<file path="src/rtl/datapath_pkg.sv">
// Shared datapath definitions used by the registers, bus mux, ALU and control unit.
//   WORD_WIDTH : native datapath word width
//   word_t     : one datapath word
package datapath_pkg;

  localparam int unsigned WORD_WIDTH = 16;

  typedef logic [WORD_WIDTH-1:0] word_t;

endpackage : datapath_pkg

</file>
<file path="src/rtl/registrador_bus.sv">
// General-purpose datapath register (R0..R7, A, G style).
// Captures the shared bus on a rising clock edge when write-enabled. On
// synchronous reset it loads a caller-supplied preload value, so the control
// unit can seed or restore register contents.
// Ports:
//   clock          : rising-edge clock
//   valor_anterior : preload value loaded while reset is high
//   buswire        : shared data bus, captured when wren is high
//   wren           : write enable, active-high
//   data_out       : stored value, straight from the flops
//   reset          : synchronous, active-high; beats wren
// Port order keeps reset last so older five-connection positional instances
// still map clock/valor_anterior/buswire/wren/data_out correctly.
module registrador_bus
  import datapath_pkg::*;
#(
  parameter int unsigned WIDTH = WORD_WIDTH
) (
  input  logic             clock,
  input  logic [WIDTH-1:0] valor_anterior,
  input  logic [WIDTH-1:0] buswire,
  input  logic             wren,
  output logic [WIDTH-1:0] data_out,
  input  logic             reset
);

  // Storage: reset preload > bus write > hold.
  always_ff @(posedge clock) begin
    if (reset) begin
      data_out <= valor_anterior;
    end else if (wren) begin
      data_out <= buswire;
    end
  end

endmodule : registrador_bus

</file>
<file path="config.mk">
export PLATFORM = sky130hd
export DESIGN_NAME = registrador_bus
export DESIGN_NICKNAME = d
export VERILOG_FILES = /design/src/rtl/datapath_pkg.sv /design/src/rtl/registrador_bus.sv
export SDC_FILE = /design/constraint.sdc
export NUM_CORES = 1
export LEC_CHECK = 0
export CORE_MARGIN = 2
export CORE_UTILIZATION = 36
export DETAILED_ROUTE_END_ITERATION = 10
export PLACE_DENSITY_LB_ADDON = 0.05
export SLEW_MARGIN = 0
export SYNTH_ARGS = -nofsm -noshare
export SYNTH_HDL_FRONTEND = slang
export SYNTH_SLANG_ARGS = --single-unit
</file>
<file path="constraint.sdc">
create_clock -name clock -period 3.5 [get_ports clock]
set_input_delay 0.525 -clock clock [delete_from_list [all_inputs] [get_ports clock]]
set_output_delay 0.525 -clock clock [all_outputs]
set_load 0.05 [all_outputs]
</file>
## Word-level counts from Yosys, hierarchy flattened

Cells that the tools add are included.

| operators by class | value |
|---|---|
| eq/ne operators | 0 |
| reduce and logical (&&, ||, !) cells | 1 |
| bitwise gates (word level) | 0 |
| $add $sub $neg | 0 |
| divide/modulo/power cells | 0 |
| mux-type cells | 2 |
| shift-type cells | 0 |
| $lt $le $gt $ge | 0 |
| multiply operators | 0 |

Operator list:

| kind | number |
|---|---|
| $mux 16 | 2 |
| $reduce_bool 2->1 | 1 |

| word-level totals | value |
|---|---|
| ROM bits | 0 |
| memories kept | 0 |
| input port bits | 35 |
| output and inout bits | 16 |
| RAM bits | 0 |
| latch bits | 0 |
| register bits | 16 |

## Longest topological paths before layout

Gate-level depths: netlist of the first run.

| depth | value |
|---|---|
| word-level depth | 2 |
| mapped depth | 3 |
| mapped depth without buffers | 1 |

## Worst setup path before layout of the first run

No wires, ideal clock.

| timing | value |
|---|---|
| kind | in2reg |
| start | input reset |
| end | register data_out[0] (enable) |
| buffers on the path | 2 |
| data arrival time | 1.193 ns |
| stages on the path | 3 |
| setup slack | 1.934 ns |
| setup time | 0.373 ns |
| path through | buf_6 > buf_12 > or2_1 |

| between the ends | value |
|---|---|
| word-level cells in the longest chain between the ends | 1 |

Ends and longest elaborated chain:

| element | RTL line | text |
|---|---|---|
| from (decl) | registrador_bus.sv:24 | `input logic reset` |
| $reduce_bool 2->1 (no source line) | n/a |  |
| to (signal assigned) | registrador_bus.sv:30 | `data_out <= valor_anterior;` |
| to (signal assigned) | registrador_bus.sv:32 | `data_out <= buswire;` |
| to (decl) | registrador_bus.sv:23 | `output logic [WIDTH-1:0] data_out,` |

No other way between the ends.
A chain may end at the register's enable or synchronous reset.

## Final worst setup path of the first run

| timing | value |
|---|---|
| start | register data_out[11] |
| end | output data_out[11] |

No word-level cell between the ends.

==> impl_metrics.py, run 1 <==
metrics = {
    "placement": {
        "io_buffer_count": 50,
        "gp_congestion": 0.6230,
    },
    "finish": {
        "multiInputGateArea_um2": 220.2,
        "largest-register": "data_out",
        "area_growth_pct": 73.33,
        "antenna_cells": 0,
        "largest_reg_flops": 16,
        "reg.largest.list": "data_out: 16 flops",
        "layout-drive-gt1-share": 0.2273,
        "fin_nets": 124,
        "layout.area.seq_um2": 480.5,
        "fill_cells": 151,
    },
    "sta": {
        "setup_total_negative_slack_ps": 0,
        "fin_crit_ps": 1967,
        "rsz0062_at_grt": "no",
        "worst_pin_slew_ps": 614.3,
        "hold_violations": 0,
        "slew_headroom": 0.5905,
        "setup-violations-final": 0,
        "finalCritPeriodShare": 0.5620,
        "maxSlewViolCount": 0,
        "hold_ws_ps": 917.4,
        "max_freq_mhz": 508.4,
    },
    "global_route": {
        "grt_pass1_wl_um": 2249,
        "antenna_found_initial": 0,
        "grt_usage": 0.1285,
        "grt_pass1_vias": 524,
        "grt-ovfl-total": 0,
        "grt_max_degree": 18,
    },
    "die": {
        "row_count": 16,
        "die_y_um": 49.09,
        "core_area_um2": 1942,
        "die_x_um": 49.09,
        "initial_core_util": 0.3769,
        "pin_count": 51,
        "die_area_um2": 2410,
    },
    "clock_tree": {
        "cts.clk_slew.worst_paths_ps": 80,
        "cts_tree": "yes",
        "cts_buffer_depth": 2,
        "cts_made_buffers": 3,
        "hold_buffers": 0,
        "cts-resized-gates": 0,
        "root_buffer": "clkbuf_4",
        "post_cts.repair.setup_buffers": 0,
        "clkSinkCount": 16,
        "h-tree-depth": 1,
    },
    "min_path": {
        "hp-start": "valor_anterior[7]",
        "hp-class": "input port to flip-flop",
        "min_path_cells": 2,
        "whs_endpoint": "data_out[7]$_DFFE_PP_",
    },
    "worst_setup_path": {
        "critPathBufInv": 1,
        "critPathMaxStageDelay_ps": 810,
        "worstPathRequired_ps": 2970,
        "crit_path_end_kind": "primary output",
        "crit_arrival_ps": 1440,
        "crit_type": "flip-flop to primary output",
        "cp-start-kind": "flip-flop",
        "path_cells": "clkdlybuf4s50_1",
        "cp_top_family": "buffers and inverters",
        "worstPathMaxFanout": 1,
        "crit_slowest_cell": "clkdlybuf4s50_1",
    },
    "synth": {
        "netlist_area_um2": 732.0,
        "synth_edf_count": 16,
        "synth.distinct_cells": 6,
        "yosysWarnings": 0,
        "synth_ff_type": "edfxtp_1",
        "yosysMostFrequentCell": "edfxtp_1",
        "synth_area_leaders": "edfxtp_1 (66%), mux2_4 (18%), mux2_2 (11%)",
        "ys_ff_latch": 16,
        "synth_nets": 70,
        "async_flop_share": 0,
        "ys_seq_area_frac": 0.6564,
        "netlist_instances": 35,
        "synth_area_leader_cell": "edfxtp_1",
        "syn_area_per_cell_um2": 20.91,
        "synthTopCellsByCount": "edfxtp_1 (16), mux2_4 (9), mux2_2 (7)",
        "yosysTopAreaCellShare": 0.6564,
    },
    "pwr": {
        "ir_worst_vdd_mv": 0.2131,
        "leakage_nw": 0.4820,
        "p_per_area_nw_per_um2": 407.2,
    },
    "detailed_routing": {
        "wl_per_cell_um": 12.20,
        "vias": 503,
        "viasPerCell": 4.374,
        "final_antenna_net_count": 0,
        "drc_errors": 0,
        "first_iter_violations": 1,
        "wirelength_um": 1403,
        "firstDrtPassIters": 4,
    },
    "run_status": {
        "status": "finished, final reports clean",
    },
    "run": {
        "drv_cap": 0,
    },
}
## where the power goes
| part | total [mW] | internal (mW) | switching [mW] |
|---|---|---|---|
| clock network | 0.0949 | 0.0414 | 0.0534 |
| logic | 0.181 | 0.0842 | 0.0964 |
| registers | 0.241 | 0.235 | 0.00606 |
## metal layers
layer	wire length, um	vias up	track usage
li1	-	241	-
met1	466	218	0.1093
met2	757	41	0.2500
met3	147	3	0.04601
met4	31	0	0.07143
met5	0	-	0
## cell usage in the layout, fill, tap and decap left out
cell / instances
clkdlybuf4s50_1: 50
clkinv_1: 1
buf_4: 1
edfxtp_1: 16
or2_1: 1
mux2_4: 9
clkbuf_4: 3
mux2_2: 7
## area by class of cell
| cell class | count | share of cell area |
|---|---|---|
| clock buffer | 3 | 0.01775 |
| timing repair buffer | 51 | 0.4004 |
| sequential | 16 | 0.3787 |
| tap | 27 | 0.02663 |
| multi-input combinational | 17 | 0.1736 |
| clock inverter | 1 | 0.002959 |
## worst max-delay path by stage
stage,from,to,slack [ps],cells after the start
2_1_floorplan,reset,data_out[0]$_DFFE_PP_,1930,3
3_3_place_gp,reset,data_out[2]$_DFFE_PP_,1320,3
3_5_place_dp,reset,data_out[15]$_DFFE_PP_,1290,3
4_1_cts,data_out[11]$_DFFE_PP_,data_out[11],1500,1
5_1_grt,data_out[11]$_DFFE_PP_,data_out[11],1470,1
6_report,data_out[11]$_DFFE_PP_,data_out[11],1530,1
## stage by stage
step                  util  instances  power [mW]  setup WS (ps)  cell area (um2)
global placement    0.6398        111      0.4258           1318             1242
global route        0.6534        115      0.5438           1468             1269
CTS                 0.6534        115      0.5245           1502             1269
detailed placement  0.6398        111      0.4286           1288             1242
finish              0.6534        115      0.5166           1533             1269
floorplan                -         35      0.3503           1934            732.0
## cell families (layout without fill, tap and decap cells)
kind of cell | count (synthesis) | in the layout | synth area share
multiplexers | 16 | 16 | 0.2923
AND/OR/NAND/NOR | 1 | 1 | 0.008552
buffers and inverters | 2 | 55 | 0.04274
flip-flops | 16 | 16 | 0.6564
(Power assumes the default switching activity.)
==> run 2, diff against run 1 <==
- CORE_UTILIZATION: 36 -> 30
- clock period: 3.5 -> 1.7 ns (I/O delays scaled with it)
==> run 2 against run 1 <==
Highest routed layer unchanged. Non-clock buffer count grew 2. Core utilization fell by 9.6 points. Final area is 0.89% lower. First-iteration DRC count increased to 7.0 times the previous value. Setup slack got worse by 1100 ps.
==> impl_metrics.py, run 2 (same netlist as run 1, synthesis figures left out) <==
metrics = {
    "global_route": {
        "grt_max_degree": 18,
        "antenna_found_initial": 0,
        "grt_pass1_wl_um": 2097,
        "grt-ovfl-total": 0,
        "grt_usage": 0.1103,
        "grt_pass1_vias": 463,
    },
    "finish": {
        "largest-register": "data_out",
        "reg.largest.list": "data_out: 16 flops",
        "layout_commonest_cell": "clkdlybuf4s50_1",
        "final_cell_mix": "clkdlybuf4s50_1 (34), buf_4 (18), edfxtp_1 (16)",
        "layout-drive-gt1-share": 0.4222,
        "utilization": 0.5577,
        "area_growth_pct": 71.80,
        "fill_cells": 206,
        "antenna_cells": 0,
        "largest_reg_flops": 16,
        "fin_nets": 126,
        "final_area_um2": 1257,
    },
    "clock_tree": {
        "cts_buffer_depth": 2,
        "cts_made_buffers": 3,
        "post_cts.repair.setup_buffers": 0,
        "clkSinkCount": 16,
        "root_buffer": "clkbuf_4",
        "cts.clk_slew.worst_paths_ps": 90,
        "h-tree-depth": 1,
        "cts_tree": "yes",
        "cts-resized-gates": 0,
        "hold_buffers": 0,
    },
    "sta": {
        "fin_crit_ps": 1256,
        "maxSlewViolCount": 0,
        "worst_pin_slew_ps": 152.1,
        "setup-violations-final": 0,
        "finalCritPeriodShare": 0.7390,
        "max_freq_mhz": 796.0,
        "slew_headroom": 0.8994,
        "setup_total_negative_slack_ps": 0,
        "rsz0062_at_grt": "no",
        "hold_violations": 0,
    },
    "detailed_routing": {
        "wirelength_um": 1412,
        "first_iter_violations": 7,
        "firstDrtPassIters": 2,
        "wl_per_cell_um": 11.97,
        "viasPerCell": 4.263,
        "final_antenna_net_count": 0,
        "vias": 503,
        "drc_errors": 0,
    },
    "placement": {
        "dpl.hpwl_um": 1185,
        "gp_congestion": 0.6332,
        "io_buffer_count": 50,
        "place_area_um2": 1231,
    },
    "worst_setup_path": {
        "worstPathRequired_ps": 1750,
        "crit_path_end_kind": "flip-flop",
        "cp-start-kind": "input port",
        "crit_slowest_cell": "clkdlybuf4s50_1",
        "worstPathMaxFanout": 17,
        "critPathMaxStageDelay_ps": 440,
        "path_cells": "clkdlybuf4s50_1 -> buf_12 -> or2_1 -> buf_4",
        "crit_arrival_ps": 1300,
        "crit_type": "input port to flip-flop",
    },
    "die": {
        "die_area_um2": 2851,
        "initial_core_util": 0.3246,
        "die_x_um": 53.40,
        "die_y_um": 53.40,
        "pin_count": 51,
        "core_area_um2": 2255,
        "row_count": 17,
    },
    "pwr": {
        "leakage_nw": 0.5098,
        "p_per_area_nw_per_um2": 839.6,
        "ir_worst_vdd_mv": 0.4091,
    },
    "min_path": {
        "min_path_cells": 2,
        "hp-class": "input port to flip-flop",
    },
    "run": {
        "drv_cap": 0,
    },
    "run_status": {
        "status": "finished, final reports clean",
    },
}
## run 2: through the flow
stage | worst slack, ps | total power, mW | std cells | hold slack [ps]
after floorplan | 403.8 | 0.7212 | 35 | 472.5
after global placement | 153.4 | 0.8693 | 114 | 742.0
after detailed placement | 142.3 | 0.8736 | 114 | 742.2
after CTS | 457.3 | 1.076 | 118 | 638.1
after global routing | 416.8 | 1.109 | 118 | 634.3
final | 443.8 | 1.056 | 118 | 650.7
## run 2: critical path: cells and delay by family
kind / cells / cell delay [ps]
buffers and inverters: 3 / 790
and+or+nand+nor: 1 / 240
## run 2: final timing paths
kind,start,endpoint,slack [ps]
worst max-delay path,reset,data_out[15]$_DFFE_PP_,440
worst min-delay path,buswire[9],data_out[9]$_DFFE_PP_,650
## run 2: layer usage
| metal | vias up | routed length (um) | track usage |
|---|---|---|---|
| li1 | 246 | - | - |
| met2 | 31 | 782 | 0.1934 |
| met4 | 0 | 15 | 0.06410 |
| met5 | - | 0 | 0 |
| met1 | 224 | 477 | 0.1174 |
| met3 | 2 | 136 | 0.02825 |
## run 2: final cells by class
class	count	area (um2)	area share
timing repair buffer	53	495.5	0.3940
sequential	16	480.5	0.3821
multi-input combinational	17	220.2	0.1751
tap	28	35.03	0.02786
clock buffer	3	22.52	0.01791
clock inverter	1	3.754	0.002985
## run 2: power breakdown
| part | switching, mW | internal (mW) |
|---|---|---|
| clock | 0.111 | 0.0851 |
| sequential | 0.0117 | 0.484 |
| combinational | 0.200 | 0.164 |
| total | 0.323 | 0.733 |
==> run 3, diff against run 2 <==
- CORE_UTILIZATION: 30 -> 34
- clock period: 1.7 -> 1.2 ns (I/O delays scaled with it)
==> run 3 against run 2 <==
Clock power is 38% higher. Worst hold slack got worse by 77 ps. Cell count fell by 3.4%. Combinational power rose by 81%. Final area up 15%. Setup slack lost 410 ps. Count of clock-buffer cells in the layout unchanged. Sequential power up 49%. Global-route usage increased by 2.8 points. Largest cell class unchanged. Core utilization grew 16 points. Critical path depth down 1. Power increased by 58%.
==> impl_metrics.py, run 3 (same netlist as run 1, synthesis figures left out) <==
metrics = {
    "detailed_routing": {
        "wl_per_cell_um": 13.08,
        "first_iter_violations": 3,
        "wirelength_um": 1491,
        "vias": 504,
        "firstDrtPassIters": 3,
        "viasPerCell": 4.421,
        "drc_errors": 0,
        "final_antenna_net_count": 0,
    },
    "worst_setup_path": {
        "crit_type": "input port to flip-flop",
        "cp-start-kind": "input port",
        "worstPathRequired_ps": 1240,
        "cp_top_family": "buffers and inverters",
        "path_cells": "clkdlybuf4s50_1 -> buf_12 -> mux2_2",
        "worstPathMaxFanout": 17,
        "critPathMaxStageDelay_ps": 500,
        "crit_slowest_cell": "clkdlybuf4s50_1",
        "crit_path_end_kind": "flip-flop",
        "critPathBufInv": 2,
        "crit_arrival_ps": 1200,
    },
    "global_route": {
        "gr-usage-met3": 0.07143,
        "use_met1": 0.1310,
        "grt_pass1_vias": 532,
        "grt_max_degree": 18,
        "grt-ovfl-total": 0,
        "antenna_found_initial": 0,
        "met2_usage": 0.2544,
        "grt_usage": 0.1378,
        "grt.busiest_layer": "met2",
        "grt_pass1_wl_um": 2484,
    },
    "finish": {
        "layout_commonest_cell": "clkdlybuf4s50_1",
        "final_area_um2": 1440,
        "layout.area.seq_um2": 480.5,
        "area_growth_pct": 96.75,
        "fin_nets": 124,
        "reg.largest.list": "data_out: 16 flops",
        "final_cell_mix": "clkdlybuf4s50_1 (34), buf_12 (17), edfxtp_1 (16)",
        "fill_cells": 133,
        "antenna_cells": 0,
        "largest_reg_flops": 16,
        "multiInputGateArea_um2": 222.7,
        "utilization": 0.7194,
        "largest-register": "data_out",
        "layout-drive-gt1-share": 0.4253,
    },
    "pwr": {
        "p_per_area_nw_per_um2": 1159,
        "leakage_nw": 0.5743,
        "ir_worst_vdd_mv": 0.8842,
    },
    "sta": {
        "hold_violations": 0,
        "hold_ws_ps": 573.5,
        "setup_total_negative_slack_ps": 0,
        "finalCritPeriodShare": 0.9697,
        "maxSlewViolCount": 0,
        "worst_slack_ps": 36.35,
        "setup-violations-final": 0,
        "fin_crit_ps": 1164,
        "max_freq_mhz": 859.4,
        "slew_headroom": 0.8570,
        "rsz0062_at_grt": "no",
        "worst_pin_slew_ps": 214.6,
    },
    "clock_tree": {
        "cts_tree": "yes",
        "clkSinkCount": 16,
        "cts_buffer_depth": 2,
        "root_buffer": "clkbuf_4",
        "cts_made_buffers": 3,
        "cts-resized-gates": 0,
        "hold_buffers": 0,
        "post_cts.repair.setup_buffers": 0,
        "cts.clk_slew.worst_paths_ps": 80,
        "h-tree-depth": 1,
    },
    "die": {
        "core_area_um2": 2002,
        "die_y_um": 50.40,
        "initial_core_util": 0.3656,
        "die_x_um": 50.40,
        "die_area_um2": 2540,
        "pin_count": 51,
        "row_count": 16,
    },
    "min_path": {
        "whs_endpoint": "data_out[14]$_DFFE_PP_",
        "hp-start": "valor_anterior[14]",
        "hp-class": "input port to flip-flop",
        "min_path_cells": 2,
    },
    "placement": {
        "gp_congestion": 0.6783,
        "place_ws_ps": -274.0,
        "io_buffer_count": 50,
        "place_area_um2": 1418,
    },
    "run": {
        "drv_cap": 0,
    },
    "run_status": {
        "status": "finished, final reports clean",
    },
}
## run 3: cell count changes in the layout (fill, tap and decap cells not counted)
cell and change:
clkinv_1 -1, or2_1 -1, buf_4 -18, or2_4 +1
buf_12 +16
## run 3: report_power, final
part	switching [mW]	internal (mW)	total, mW
sequential	0.0494	0.690	0.739
clock	0.154	0.117	0.271
combinational	0.284	0.376	0.660
## run 3: worst max path at each step
stage	startpoint	end	slack (ps)	cells past startpoint
floorplan	reset	data_out[0]$_DFFE_PP_	180	3
CTS	reset	data_out[2]$_DFFE_PP_	40	3
global placement	reset	data_out[10]$_DFFE_PP_	-260	3
finish	reset	data_out[0]$_DFFE_PP_	40	3
global route	reset	data_out[8]$_DFFE_PP_	30	3
detailed placement	reset	data_out[2]$_DFFE_PP_	-270	3
## run 3: final cells by class
type,count,area share
clock buffers,3,0.01564
repair buffers,51,0.4726
well taps,27,0.02346
multi-input cells,17,0.1546
flip-flops and latches,16,0.3336
## run 3: metrics by stage
step	power, mW	std cells
floorplan	1.023	35
global placement	1.410	111
detailed placement	1.419	111
CTS	1.695	114
global route	1.739	114
finish	1.670	114
## run 3: per-layer routing
metal / wire length (um) / share of wire
met5: 0 / 0
met4: 10 / 0.0067
met3: 126 / 0.085
met2: 907 / 0.61
met1: 446 / 0.30
